**src/rtl/sha1_msg_ctrl.sv**
```systemverilog
// Multi-block message sequencer for sha1_core: seeds the IV, chains results, presents the final digest.
// Optional block counter output o_blk_cnt is enabled by defining SHA1_MSG_CTRL_CNT_EN.
module sha1_msg_ctrl #(
   parameter logic [159:0] IV = {32'h67452301, 32'hEFCDAB89, 32'h98BADCFE, 32'h10325476, 32'hC3D2E1F0}
) (
   input  logic         i_clk,
   input  logic         i_rst,
   input  logic         i_valid,
   output logic         o_ready,
   input  logic [511:0] i_data,
   input  logic         i_first,
   input  logic         i_last,
   output logic [159:0] o_digest,
   output logic         o_digest_valid,
   output logic         o_busy,
   output logic         o_core_start,
   output logic [511:0] o_core_data,
   output logic [159:0] o_core_vin,
   input  logic [159:0] i_core_vout,
   input  logic         i_core_done
`ifdef SHA1_MSG_CTRL_CNT_EN
   ,
   output logic [15:0]  o_blk_cnt
`endif
);

   typedef enum logic [1:0] {
      IDLE  = 2'd0,
      START = 2'd1,
      WAIT  = 2'd2
   } state_t;

   state_t         r_state;
   state_t         w_state_next;

   logic [511:0]   r_core_data;
   logic [159:0]   r_core_vin;
   logic [159:0]   r_chain;
   logic [159:0]   r_digest;
   logic           r_digest_valid;
   logic           r_last;
   logic           r_done_q;

   logic           w_accept;
   logic           w_done_rise;
   logic           w_complete;
   logic           w_ready;
   logic           w_busy;
   logic           w_core_start;

   // Edge detection lets the core hold done high between blocks without a false completion.
   assign w_done_rise = i_core_done & ~r_done_q;
   assign w_accept    = i_valid & w_ready;
   assign w_complete  = (r_state == WAIT) & w_done_rise;

   always_ff @(posedge i_clk) begin
      if (i_rst) begin
         r_state <= IDLE;
      end else begin
         r_state <= w_state_next;
      end
   end

   always_comb begin
      w_state_next = r_state;
      w_ready      = 1'b0;
      w_busy       = 1'b1;
      w_core_start = 1'b0;
      case (r_state)
         IDLE: begin
            w_ready = 1'b1;
            w_busy  = 1'b0;
            if (i_valid) begin
               w_state_next = START;
            end
         end
         START: begin
            w_core_start = 1'b1;
            w_state_next = WAIT;
         end
         WAIT: begin
            if (w_done_rise) begin
               w_state_next = IDLE;
            end
         end
         default: begin
            w_state_next = IDLE;
         end
      endcase
   end

   always_ff @(posedge i_clk) begin
      if (i_rst) begin
         r_core_data    <= '0;
         r_core_vin     <= '0;
         r_chain        <= IV;
         r_digest       <= '0;
         r_digest_valid <= 1'b0;
         r_last         <= 1'b0;
         r_done_q       <= 1'b0;
      end else begin
         r_done_q       <= i_core_done;
         r_digest_valid <= 1'b0;
         if (w_accept) begin
            r_core_data <= i_data;
            r_last      <= i_last;
            r_core_vin  <= i_first ? IV : r_chain;
         end
         // The chain falls back to IV after a last block, so a stray non-first block starts fresh.
         if (w_complete) begin
            if (r_last) begin
               r_digest       <= i_core_vout;
               r_digest_valid <= 1'b1;
               r_chain        <= IV;
            end else begin
               r_chain        <= i_core_vout;
            end
         end
      end
   end

`ifdef SHA1_MSG_CTRL_CNT_EN
   logic        r_first;
   logic [15:0] r_blk_cnt;

   always_ff @(posedge i_clk) begin
      if (i_rst) begin
         r_first   <= 1'b0;
         r_blk_cnt <= '0;
      end else begin
         if (w_accept) begin
            r_first <= i_first;
         end
         if (w_complete) begin
            if (r_first) begin
               r_blk_cnt <= 16'd1;
            end else if (r_blk_cnt != 16'hFFFF) begin
               r_blk_cnt <= r_blk_cnt + 16'd1;
            end
         end
      end
   end

   assign o_blk_cnt = r_blk_cnt;
`endif

   assign o_ready        = w_ready;
   assign o_busy         = w_busy;
   assign o_core_start   = w_core_start;
   assign o_core_data    = r_core_data;
   assign o_core_vin     = r_core_vin;
   assign o_digest       = r_digest;
   assign o_digest_valid = r_digest_valid;

endmodule

```
**config.mk**
```make
export PLATFORM = sky130hd
export DESIGN_NAME = sha1_msg_ctrl
export DESIGN_NICKNAME = d
export VERILOG_FILES = /design/src/rtl/sha1_msg_ctrl.sv
export SDC_FILE = /design/constraint.sdc
export NUM_CORES = 2
export LEC_CHECK = 0
export BUFFER_PORTS_ARGS = -buffer_cell sky130_fd_sc_hd__buf_2
export CORE_AREA = 2 2 584 586
export DETAILED_ROUTE_END_ITERATION = 8
export DIE_AREA = 0 0 586 588
export MAX_ROUTING_LAYER = met4
export PLACE_DENSITY = 0.3
export SYNTH_ARGS = -nofsm -noshare
export SYNTH_HDL_FRONTEND = slang
export SYNTH_SLANG_ARGS = --single-unit
```
**constraint.sdc**
```tcl
create_clock -name i_clk -period 2.6 [get_ports i_clk]
set_input_delay 0.13 -clock i_clk [delete_from_list [all_inputs] [get_ports i_clk]]
set_output_delay 0.13 -clock i_clk [all_outputs]
set_load 0.05 [all_outputs]
```
# Word level (Yosys, flattened, before mapping)
# Index checks and enable logic that the tools add are counted.
# word_totals
output_inout_bits	836
word_cells	30
regBits	997
in_bits	678
# classes
n_bitwise	5
eq_ne	4
reduce_logical	4
mux	9
# ops
operator	n
2-to-1 mux 160 bit	2
one-hot mux 2 bit (3 select lines)	1
2-to-1 mux 1 bit	4
2-to-1 mux 2 bit	2
!= test 2 bit (second input constant)	2
AND reduction 2 bit	2
bitwise AND 1 bit	3
equality test 2 x 1 -> 1 bit (second input constant)	1
equality test 2 bit (second input constant)	1
zero test 2 bit	1
inverter 1 bit	2
OR reduction 2 bit	1

# Depth between registers and ports, before layout
# depth
word_depth	5
mapped_depth	7
ltp_nobuf	3

# Least setup slack after synthesis
# No wires, ideal clock.
# synth_timing
path_type	register -> register
start	reg r_state[0]
end	reg r_core_vin[0] (netlist: o_core_vin[0])
required_time_ns	2.540
period_less_slack_ns	1.550
n_path_buf	2
t_arrival_ns	1.490
setup_slack_ns	1.050
path_stages_with_launch	6
path_cell_list	dfxtp_1 or3b_1 buf_2 nor3_4 buf_6 a22o_1
# synth_between
elab_chain_cells	3
# synth_rtl
item	line_no	source
start, declared	33	state_t r_state;
start signal, assigned	60	r_state <= w_state_next;
zero test 2 bit	69	case (r_state)
2-to-1 mux 1 bit	69	
bitwise AND 1 bit	53	assign w_accept = i_valid & w_ready;
end signal, assigned	107	r_core_vin <= i_first ? IV : r_chain;
end, declared	37	logic [159:0] r_core_vin;
# Every way passes these cells.
# A chain may end at the register's enable or synchronous reset.

# Final worst setup path
# layout_timing
start	reg r_state[0]
end	reg r_core_data[491] (netlist: o_core_data[491])
# layout_between
elab_chain_cells	3
# layout_rtl
item	line_no	source
zero test 2 bit	69	
2-to-1 mux 1 bit	69	
bitwise AND 1 bit	53	
end signal, assigned	105	r_core_data <= i_data;
end, declared	36	logic [511:0] r_core_data;
# Every way passes these cells.

==> results.json <==
{
  "drv_cap": 0,
  "min-delay-start": "i_first",
  "grt_max_degree": 118,
  "skew_ns": 0.0541,
  "crit_required_ns": 3.37,
  "clockBufferDepth": 4,
  "rows": 214,
  "stdcell_count": 11000,
  "initialDrtViolationCount": 2211,
  "fin_crit_sh_pct": 92.5,
  "syn_area_um2": 34800,
  "powerDensity_nw_per_um2": 742,
  "slew_viol_final": 0,
  "cts_buffers": 138,
  "die_w_um": 586,
  "dp_hpwl_um": 221000,
  "cts_tree": "built",
  "ys_warn_count": 0,
  "critPathMaxStageDelay_ns": 0.56,
  "hold_class": "in2reg",
  "clk_latency_ns": 0.83,
  "rsz0062_at_grt": "no",
  "core_um2": 338000,
  "setup_viol_count_final": 0,
  "port_buffers": 1513,
  "p_leak_uw": 0.0251,
  "critPathMaxFanout": 35,
  "final.setup.tns_ns": 0,
  "fmax_mhz": 416,
  "hold_violations": 0,
  "post-place-ws_ns": 0.405,
  "antenna_found_initial": 77,
  "path_clk_slew_ns": 0.06,
  "slowest_stage": "dlygate4sd3_1",
  "worst_slack_ns": 0.194,
  "ys_seq_elements": 997,
  "drc_errors": 0,
  "cts-root-buf": "clkbuf_16",
  "ctsHtreeMaxLevel": 4,
  "antenna_left": 0,
  "gp_congestion": 0.915,
  "critPathLaunchType": "register",
  "syn2layout_area_growth_pct": 72.3,
  "crit_top_cell": "dlygate4sd3_1",
  "io_pins": 1514,
  "dp_cells": 9995,
  "n_fill_cell": 38600,
  "syn_area_per_cell_um2": 8.25,
  "max-slew-margin-rel_pct": 35.8,
  "first_global_vias": 40200,
  "min_period_ns": 2.41,
  "viasPerCell": 3.63,
  "wl_um": 277000,
  "status": "complete, no violations",
  "synth_nets": 4895,
  "worstPathArrival_ns": 3.18,
  "die_h_um": 588,
  "worst_slew_pin_slew_ns": 0.963,
  "synth_cell_type_count": 23,
  "grt_usage_pct": 15.8,
  "grt_pass1_wl_um": 364000,
  "overflow": 0,
  "syn_inst": 4217,
  "max-vdd-ir-drop_v": 0.000388,
  "crit_start": "r_state[0]",
  "crit_type": "reg2reg",
  "die-area_um2": 345000,
  "num_vias": 39900,
  "layout.nets": 7013,
  "yosysSeqAreaShare_pct": 57.4,
  "r2r-start": "r_state[0]",
  "cts.sinks": 997,
  "start_util_pct": 10.3,
  "cp_cell_sequence": "nor3b_4 > buf_12 > nand2_1 > dlygate4sd3_1 > a21oi_1 > dlygate4sd3_1",
  "cts_setup_buffers": 0,
  "drive_above_1_share_pct": 28.7,
  "critPathCaptureType": "register",
  "post_drt_wl_per_cell_um": 25.2,
  "first_pass_iters": 5
}
[final cells by class]
| class | count | area [um2] | area share [%] |
|---|---|---|---|
| Multi-Input combinational cell | 2834 | 13200 | 22.0 |
| Clock buffer | 189 | 3860 | 6.44 |
| Timing Repair Buffer | 2362 | 16300 | 27.3 |
| Tap cell | 4536 | 5680 | 9.47 |
| Clock inverter | 53 | 793 | 1.32 |
| Sequential cell | 997 | 20000 | 33.3 |
| Antenna cell | 35 | 87.6 | 0.146 |
| Inverter | 2 | 15.0 | 0.0251 |
[cell families after synthesis]
logic type             after synthesis  share of synthesized area (%)
DFF                                997                           57.4
AOI/OAI and AO/OA                 1074                           16.9
buffers and inverters              386                           4.87
and+or+nand+nor                   1760                           20.9
[path summary, 6_finish.rpt]
| kind | end | slack, ns | depth (start not counted) |
|---|---|---|---|
| setup / recovery | o_core_data[491] | 0.19 | 6 |
| hold / removal | o_core_vin[13] | 0.05 | 4 |
| hold reg to reg | o_core_data[147] | 0.45 | 2 |
| setup reg to reg | o_core_data[491] | 0.19 | 6 |
[cell usage in the layout, fill, tap and decap left out, types with 2 or more instances in the layout]
cell	instances
o21ai_0	160
nor3_1	241
dfxtp_1	996
clkinv_8	5
clkinvlp_4	6
buf_2	1511
nor2_1	162
inv_16	2
buf_12	43
clkbuf_1	31
bufinv_16	15
o21bai_1	80
dlygate4sd3_1	737
buf_4	70
nand3_1	240
clkbuf_16	139
diode_2	35
nand2_1	1106
inv_6	7
a22o_1	80
nor2b_1	3
clkinv_2	17
clkbuf_8	19
a21oi_1	754
[critical path, delay by kind of cell, from the launching register on]
kind                   cells  cell delay (ns)
AND/OR/NAND/NOR            2             0.43
AO/OA/AOI/OAI              1             0.12
flip-flops                 1             0.40
buffers and inverters      3             1.38
[what timing repair did]
| action | in CTS | in global routing |
|---|---|---|
| gates resized for setup | 0 | 1 |
| hold endpoints to repair | 835 | 0 |
| hold buffers | 737 | 0 |
| setup endpoints to repair | 0 | 1 |
[metrics by stage]
stage	total power, uW	cell area (um2)	util [%]	hold WS (ns)
2_1_floorplan	20500	34800	-	0.258
3_3_place_gp	23800	47800	14.1	0.370
3_5_place_dp	23800	47800	14.1	0.376
4_1_cts	45500	59800	17.7	0.00111
5_1_grt	46400	59900	17.7	0.0337
6_report	44500	59900	17.7	0.0468
[per-layer routing]
metal  vias to the layer above  track usage (%)  part of all wire [%]
li1                      18400                -                     -
met1                     19700             19.0                    43
met2                      1482             25.9                    47
met3                       278             4.89                   8.2
met4                         0             2.93                   1.9
met5                         -                -                     0
[cell usage after synthesis]
library cell | count | share of area, %
nor4bb_1 | 1 | 0.029
buf_6 | 8 | 0.26
a21oi_1 | 754 | 11
nand3_1 | 240 | 3.5
inv_2 | 1 | 0.011
nor3_4 | 1 | 0.047
or3b_1 | 1 | 0.025
nor2b_1 | 3 | 0.054
o21ai_0 | 160 | 2.3
inv_1 | 1 | 0.011
nor3_1 | 241 | 3.5
a22o_1 | 80 | 2.0
dfxtp_1 | 997 | 57
buf_1 | 13 | 0.14
nand4bb_1 | 1 | 0.032
o21bai_1 | 80 | 1.7
clkbuf_1 | 216 | 2.3
buf_2 | 147 | 2.1
nand2b_1 | 1 | 0.018
nor2_1 | 163 | 1.8
or2_2 | 1 | 0.018
nor3b_1 | 1 | 0.022
nand2_1 | 1106 | 12
[registers in the layout, summed over array words and instances (netlist names)]
signal	cells
r_last	1
o_digest_valid	1
o_core_data	512
r_state	2
o_core_vin	160
r_done_q	1
r_chain	160
o_digest	160
[power breakdown]
part	internal (uW)	leakage (uW)	switching, uW
combinational	2250	0.0147	5740
sequential	16000	0.00814	447
clock	12000	0.00226	8100
(Power assumes the default switching activity.)
